--- src/rtl/mac_pkg.sv ---
// Shared types and helpers for the sequential 4b multiply-accumulate block.
package mac_pkg;

  typedef enum logic [1:0] {
    IDLE  = 2'd0,
    RUN   = 2'd1,
    DRAIN = 2'd2,
    DONE  = 2'd3
  } mac_state_t;

  typedef logic signed [3:0] q4_t;
  typedef logic signed [7:0] prod8_t;

  // Largest value representable in a signed accumulator of acc_w bits.
  function automatic longint sat_hi(input int acc_w);
    return (64'sd1 <<< (acc_w - 1)) - 64'sd1;
  endfunction

  // Smallest value representable in a signed accumulator of acc_w bits.
  function automatic longint sat_lo(input int acc_w);
    return -(64'sd1 <<< (acc_w - 1));
  endfunction

endpackage

--- src/rtl/fa_1b.sv ---
// Gate-level full adder cell.
module fa_1b (
  input  logic a,
  input  logic b,
  input  logic ci,
  output logic s,
  output logic co
);

  assign s  = a ^ b ^ ci;
  assign co = (a & b) | (a & ci) | (b & ci);

endmodule

--- src/rtl/ha_1b.sv ---
// Gate-level half adder cell.
module ha_1b (
  input  logic a,
  input  logic b,
  output logic s,
  output logic co
);

  assign s  = a ^ b;
  assign co = a & b;

endmodule

--- src/rtl/mul_2c_4b_full.sv ---
// Combinational signed 4x4 -> 8b multiplier (Baugh-Wooley), reduced column by
// column with ha_1b/fa_1b cells. Sign-row partial products are inverted and the
// correction constant 2^4 + 2^7 is folded into columns 4 and 7.
module mul_2c_4b_full
  import mac_pkg::*;
(
  input  q4_t    a,
  input  q4_t    b,
  output prod8_t p
);

  // pp[i][j] = a[i] & b[j], weight 2^(i+j)
  logic [3:0][3:0] pp;

  for (genvar i = 0; i < 4; i++) begin : g_pp
    assign pp[i] = {4{a[i]}} & b;
  end

  // Inverted sign-row terms
  logic n03, n13, n23, n30, n31, n32;
  assign n03 = ~pp[0][3];
  assign n13 = ~pp[1][3];
  assign n23 = ~pp[2][3];
  assign n30 = ~pp[3][0];
  assign n31 = ~pp[3][1];
  assign n32 = ~pp[3][2];

  logic s1, k1;
  logic s2a, k2a, s2, k2b;
  logic s3a, k3a, s3b, k3b, s3, k3c;
  logic s4a, k4a, s4b, k4b, s4, k4c;
  logic s5a, k5a, s5, k5b;
  logic s6, k6;

  // Column 1
  ha_1b u_c1  (.a(pp[0][1]), .b(pp[1][0]), .s(s1), .co(k1));
  // Column 2
  fa_1b u_c2a (.a(pp[0][2]), .b(pp[1][1]), .ci(pp[2][0]), .s(s2a), .co(k2a));
  ha_1b u_c2b (.a(s2a), .b(k1), .s(s2), .co(k2b));
  // Column 3
  fa_1b u_c3a (.a(n03), .b(pp[1][2]), .ci(pp[2][1]), .s(s3a), .co(k3a));
  fa_1b u_c3b (.a(n30), .b(k2a), .ci(k2b), .s(s3b), .co(k3b));
  ha_1b u_c3c (.a(s3a), .b(s3b), .s(s3), .co(k3c));
  // Column 4 (includes correction bit 2^4)
  fa_1b u_c4a (.a(n13), .b(pp[2][2]), .ci(n31), .s(s4a), .co(k4a));
  fa_1b u_c4b (.a(k3a), .b(k3b), .ci(k3c), .s(s4b), .co(k4b));
  fa_1b u_c4c (.a(s4a), .b(s4b), .ci(1'b1), .s(s4), .co(k4c));
  // Column 5
  fa_1b u_c5a (.a(n23), .b(n32), .ci(k4a), .s(s5a), .co(k5a));
  fa_1b u_c5b (.a(s5a), .b(k4b), .ci(k4c), .s(s5), .co(k5b));
  // Column 6
  fa_1b u_c6  (.a(pp[3][3]), .b(k5a), .ci(k5b), .s(s6), .co(k6));

  // Column 7 holds the correction bit 2^7 plus k6; the carry out is mod 2^8.
  assign p = prod8_t'({~k6, s6, s5, s4, s3, s2, s1, pp[0][0]});

endmodule

--- src/rtl/mac_seq_4b.sv ---
// Sequential signed dot-product engine: one 4x4 multiplier, a registered
// product stage and a saturating accumulator, framed by start/len and a
// valid/ready result handshake.
module mac_seq_4b
  import mac_pkg::*;
#(
  parameter int N_MAX = 16,
  parameter int ACC_W = 12,
  parameter int LEN_W = $clog2(N_MAX + 1)
) (
  input  logic                    clk,
  input  logic                    rst_n,
  input  logic                    start,
  input  logic [LEN_W-1:0]        len,
  output logic                    busy,
  input  logic                    in_valid,
  output logic                    in_ready,
  input  q4_t                     x_in,
  input  q4_t                     w_in,
  output logic                    res_valid,
  input  logic                    res_ready,
  output logic signed [ACC_W-1:0] res_data,
  output logic                    res_ovf
);

  localparam logic [LEN_W-1:0]        LEN_MAX = LEN_W'(N_MAX);
  localparam logic signed [ACC_W:0]   SAT_HI  = (ACC_W + 1)'(sat_hi(ACC_W));
  localparam logic signed [ACC_W:0]   SAT_LO  = (ACC_W + 1)'(sat_lo(ACC_W));

  mac_state_t               state, state_nx;
  logic [LEN_W-1:0]         len_q, cnt, len_eff;
  logic signed [ACC_W-1:0]  acc, acc_sat;
  logic signed [ACC_W:0]    acc_sum;
  logic                     ovf, sat_hit;
  prod8_t                   prod, p_q;
  logic                     p_v;
  logic                     hs, last_pair;

  mul_2c_4b_full u_mul (
    .a (x_in),
    .b (w_in),
    .p (prod)
  );

  assign len_eff   = (len > LEN_MAX) ? LEN_MAX : len;
  assign in_ready  = (state == RUN) && (cnt < len_q);
  assign hs        = in_valid && in_ready;
  assign last_pair = hs && (cnt == len_q - LEN_W'(1));

  assign busy      = (state != IDLE);
  assign res_valid = (state == DONE);
  assign res_data  = acc;
  assign res_ovf   = ovf;

  // Saturating add of the pending product into the accumulator.
  always_comb begin
    // NOTE: every output of a combinational block gets a default first, so no
    // path can leave it unassigned and infer a latch.
    acc_sum = {acc[ACC_W-1], acc} + {{(ACC_W - 7){p_q[7]}}, p_q};
    acc_sat = acc_sum[ACC_W-1:0];
    sat_hit = 1'b0;
    if (acc_sum > SAT_HI) begin
      acc_sat = SAT_HI[ACC_W-1:0];
      sat_hit = 1'b1;
    end else if (acc_sum < SAT_LO) begin
      acc_sat = SAT_LO[ACC_W-1:0];
      sat_hit = 1'b1;
    end
  end

  // Next-state logic for the IDLE -> RUN -> DRAIN -> DONE sequence.
  always_comb begin
    state_nx = state;
    unique case (state)
      IDLE:    if (start) state_nx = (len == '0) ? DONE : RUN;
      RUN:     if (last_pair) state_nx = DRAIN;
      DRAIN:   state_nx = DONE;
      DONE:    if (res_ready) state_nx = IDLE;
      default: state_nx = IDLE;
    endcase
  end

  // State register.
  always_ff @(posedge clk or negedge rst_n) begin
    // NOTE: sequential state uses non-blocking assignments so every register
    // samples pre-edge values regardless of statement order.
    if (!rst_n) state <= IDLE;
    else        state <= state_nx;
  end

  // Datapath: pair counter, product register and accumulator.
  always_ff @(posedge clk or negedge rst_n) begin
    if (!rst_n) begin
      len_q <= '0;
      cnt   <= '0;
      acc   <= '0;
      ovf   <= 1'b0;
      p_q   <= '0;
      p_v   <= 1'b0;
    end else if (state == IDLE && start) begin
      len_q <= len_eff;
      cnt   <= '0;
      acc   <= '0;
      ovf   <= 1'b0;
      p_v   <= 1'b0;
    end else begin
      if (p_v) begin
        acc <= acc_sat;
        if (sat_hit) ovf <= 1'b1;
      end
      p_v <= hs;
      if (hs) begin
        p_q <= prod;
        cnt <= cnt + LEN_W'(1);
      end
    end
  end

endmodule
--- config.mk ---
export PLATFORM = sky130hd
export DESIGN_NAME = mac_seq_4b
export DESIGN_NICKNAME = d
export VERILOG_FILES = /design/src/rtl/mac_pkg.sv /design/src/rtl/fa_1b.sv /design/src/rtl/ha_1b.sv /design/src/rtl/mul_2c_4b_full.sv /design/src/rtl/mac_seq_4b.sv
export SDC_FILE = /design/constraint.sdc
export NUM_CORES = 1
export LEC_CHECK = 0
export BUFFER_PORTS_ARGS = -buffer_cell sky130_fd_sc_hd__buf_2
export CAP_MARGIN = 20
export CORE_ASPECT_RATIO = 1.1
export CORE_UTILIZATION = 40
export CTS_CLUSTER_DIAMETER = 50
export CTS_CLUSTER_SIZE = 28
export DETAILED_ROUTE_END_ITERATION = 10
export PLACE_DENSITY_LB_ADDON = 0.05
export SETUP_SLACK_MARGIN = 0.5
export SYNTH_ARGS = -nofsm -noshare
export SYNTH_HDL_FRONTEND = slang
export SYNTH_SLANG_ARGS = --single-unit
export TNS_END_PERCENT = 100
--- constraint.sdc ---
create_clock -name clk -period 3.35 [get_ports clk]
set_clock_uncertainty 0.15 [all_clocks]
set_input_delay 0.5025 -clock clk [delete_from_list [all_inputs] [get_ports clk]]
set_output_delay 0.5025 -clock clk [all_outputs]
set_load 0.05 [all_outputs]
==> reports/qor.csv <==
metric,value,unit
nFillCells,614,
layout-drive-gt1-share,24.8,%
worstSetupPathType,input pin to register,
rsz0062_at_grt,true,
syn_area,2660,um^2
period_share,110,%
combinationalPowerShare,65.3,%
grt-ovfl-total,0,
syn_inst,279,
crit_fanout,2,
core,6310,um^2
path_clk_slew,0.08,ns
max_freq,271,MHz
final_common_cell,dfrtp_1,
switchingPower,1.52,mW
antenna_found_initial,0,
cts_tree,done,
nets,380,
whs,0.149,ns
fin_tns_setup,-0.846,ns
ys_warn_count,0,
antennaDiodeCount,0,
async_reset_ff_share,100,%
grt_pass1_wl,9750,um
htreeDepth,2,
violations,negative setup slack,
seq_power_share,22.9,%
register_area,852,um^2
grt_max_degree,35,
ys_top_cells_by_area,"dfrtp_1 32%, ha_1 13%, fa_1 6.8%, inv_1 4.0%, o21ai_0 4.0%",
post-route-util,50.3,%
arrival,3.75,ns
dpl.hpwl,4290,um
vias_per_cell,5.22,
hold_viol,0,
cts-root-buf,clkbuf_8,
ys_seq_area_share,32.0,%
synth_fp_nets,334,
setup_viol_count_final,3,
slew_viol_final,0,
sw_frac_of_total,47.7,%
die_x,79.7,um
initial_core_util,42.1,%
total_power,3.19,mW
p_int,1.67,mW
worstMarginPinSlew,0.801,ns
finalWorstSetupSlack,-0.343,ns
cp.required,3.41,ns
via_count,2118,
die_h,87.5,um
finalCriticalPeriod,3.69,ns
synth_top_cell_by_area,dfrtp_1,
grt_pass1_vias,2078,
hp-class,input pin to async pin,
die_area,6970,um^2
top_level_ports,34,
insertion_delay,0.29,ns
yosysUniqueCellTypes,47,
power_leakage,1.49,nW
grt_usage,18.4,%
cts-buffers-inserted,5,
drc_errors,0,
totalWireLength,5820,um
ys.flop_type,dfrtp_1,
syn_avg_cell_area,9.52,um^2
area_growth,19.6,%
synth.top_cell.area_share,32.0,%
cts_max_path_buffers,2,
crit_path_end_kind,register,
power_frac_clock,11.8,%
synth_edf_count,0,
io_buffers,33,
max_cap_violations,0,
rows,30,
irDropWorstVdd,0.489,mV
multiInputGateArea,1720,um^2
dr.pass1.iters,4,
synth-seq-cells,34,
place_ws,-0.691,ns
gp_congestion,0.778,
cp-start-kind,input pin,
ant_nets,0,
max_slew_margin,46.6,%
ctsHoldBuffers,0,
drt_iter0_markers,115,
clock-sinks,34,
outcome,"finished, violations left",
final_cell_mix,"33 x dfrtp_1, 31 x buf_2, 23 x inv_1, 23 x ha_1, 19 x o21ai_0",
wl_per_cell,14.3,um
p_per_area,1010,nW/um^2
-- critical path: stages --
cell	delay, ns
buf_6	0.09
and2_4	0.15
fa_1	0.53
ha_2	0.17
inv_2	0.03
fa_1	0.47
inv_1	0.04
ha_2	0.16
fa_1	0.45
inv_2	0.08
ha_4	0.12
inv_2	0.03
fa_2	0.32
inv_2	0.06
fa_2	0.42
o21ai_2	0.11
-- what timing repair did --
action / CTS / global route
setup buffers: 1 / 4
pin swaps: 5 / 7
gates resized for setup: 12 / 6
setup endpoints to repair: 11 / 13
endpoints found under the hold margin: 0 / 0
-- registers in the layout (all words and copies together), names as in the netlist --
| name | flops |
|---|---|
| p_q | 8 |
| len_q | 5 |
| state | 2 |
| res_data | 12 |
| res_ovf | 1 |
| p_v | 1 |
| cnt | 5 |
-- synth_stat cells, drive strengths merged, types with 2 or more instances --
master  instances
nand3           7
xor2            9
inv            28
dfrtp          34
clkbuf          7
mux2i           3
a21oi          11
nand3b          9
mux2            4
nand2          17
nand2b          3
nor2b           5
nand4           3
and2           12
or3             2
a21o            4
a31oi           2
maj3            5
nor2           18
fa              9
o21a            2
nor3            4
xnor2          10
o21ai          21
ha             28
o211ai          5
-- routing by layer --
metal / global-route usage, % / vias up / share of wire, %
li1: - / 1060 / -
met1: 24.5 / 1015 / 46
met2: 30.5 / 37 / 49
met3: 3.56 / 6 / 3.4
met4: 4.96 / 0 / 0.95
met5: 0 / - / 0
-- metrics by stage --
stage,instances,instance area [um^2]
2_1_floorplan,279,2670
3_3_place_gp,393,2970
3_5_place_dp,393,2970
4_1_cts,402,3130
5_1_grt,406,3170
6_report,406,3170
-- kinds of logic (layout without fill, tap and decap cells) --
kind of cell               Yosys count  in the layout  synth area share [%]
buffers and inverters               36             83                  5.23
and+or+nand+nor                     84             84                  17.3
DFF                                 34             34                  32.0
muxes                                7              7                  2.83
AOI/OAI and AO/OA                   57             57                  14.2
adders and majority gates           42             42                  21.9
xor gates and xnor gates            19             19                  6.55
-- power groups by stage --
| stage | Sequential [mW] | Combinational [mW] | Clock [mW] |
|---|---|---|---|
| floorplan | 0.873 | 1.44 | 0 |
| global placement | 0.740 | 1.97 | 0 |
| detailed placement | 0.742 | 1.98 | 0 |
| CTS | 0.735 | 2.05 | 0.389 |
| global route | 0.757 | 2.31 | 0.407 |
| finish | 0.730 | 2.08 | 0.377 |
-- final cells by class --
| cell class | count | share of cell area (%) |
|---|---|---|
| repair buffers | 47 | 9.03 |
| well taps | 80 | 3.15 |
| clock buffers | 7 | 2.40 |
| multi-input cells | 209 | 54.3 |
| flip-flops and latches | 34 | 26.8 |
| inverters | 28 | 3.31 |
| clock inverters | 1 | 0.946 |
-- worst paths after layout --
path                                to        start  slack (ns)  depth (start not counted)
min in group clk              len_q[2]       len[2]        0.33                          3
max in group asynchronous  res_data[0]        rst_n        2.34                          1
min                           len_q[3]        rst_n        0.15                          1
max                             p_q[6]      w_in[2]       -0.34                         16
min reg2reg                     p_q[4]       p_q[4]        0.35                          2
max reg2reg                res_data[2]  res_data[1]        0.61                          8
Power figures use the tool's default switching activity.
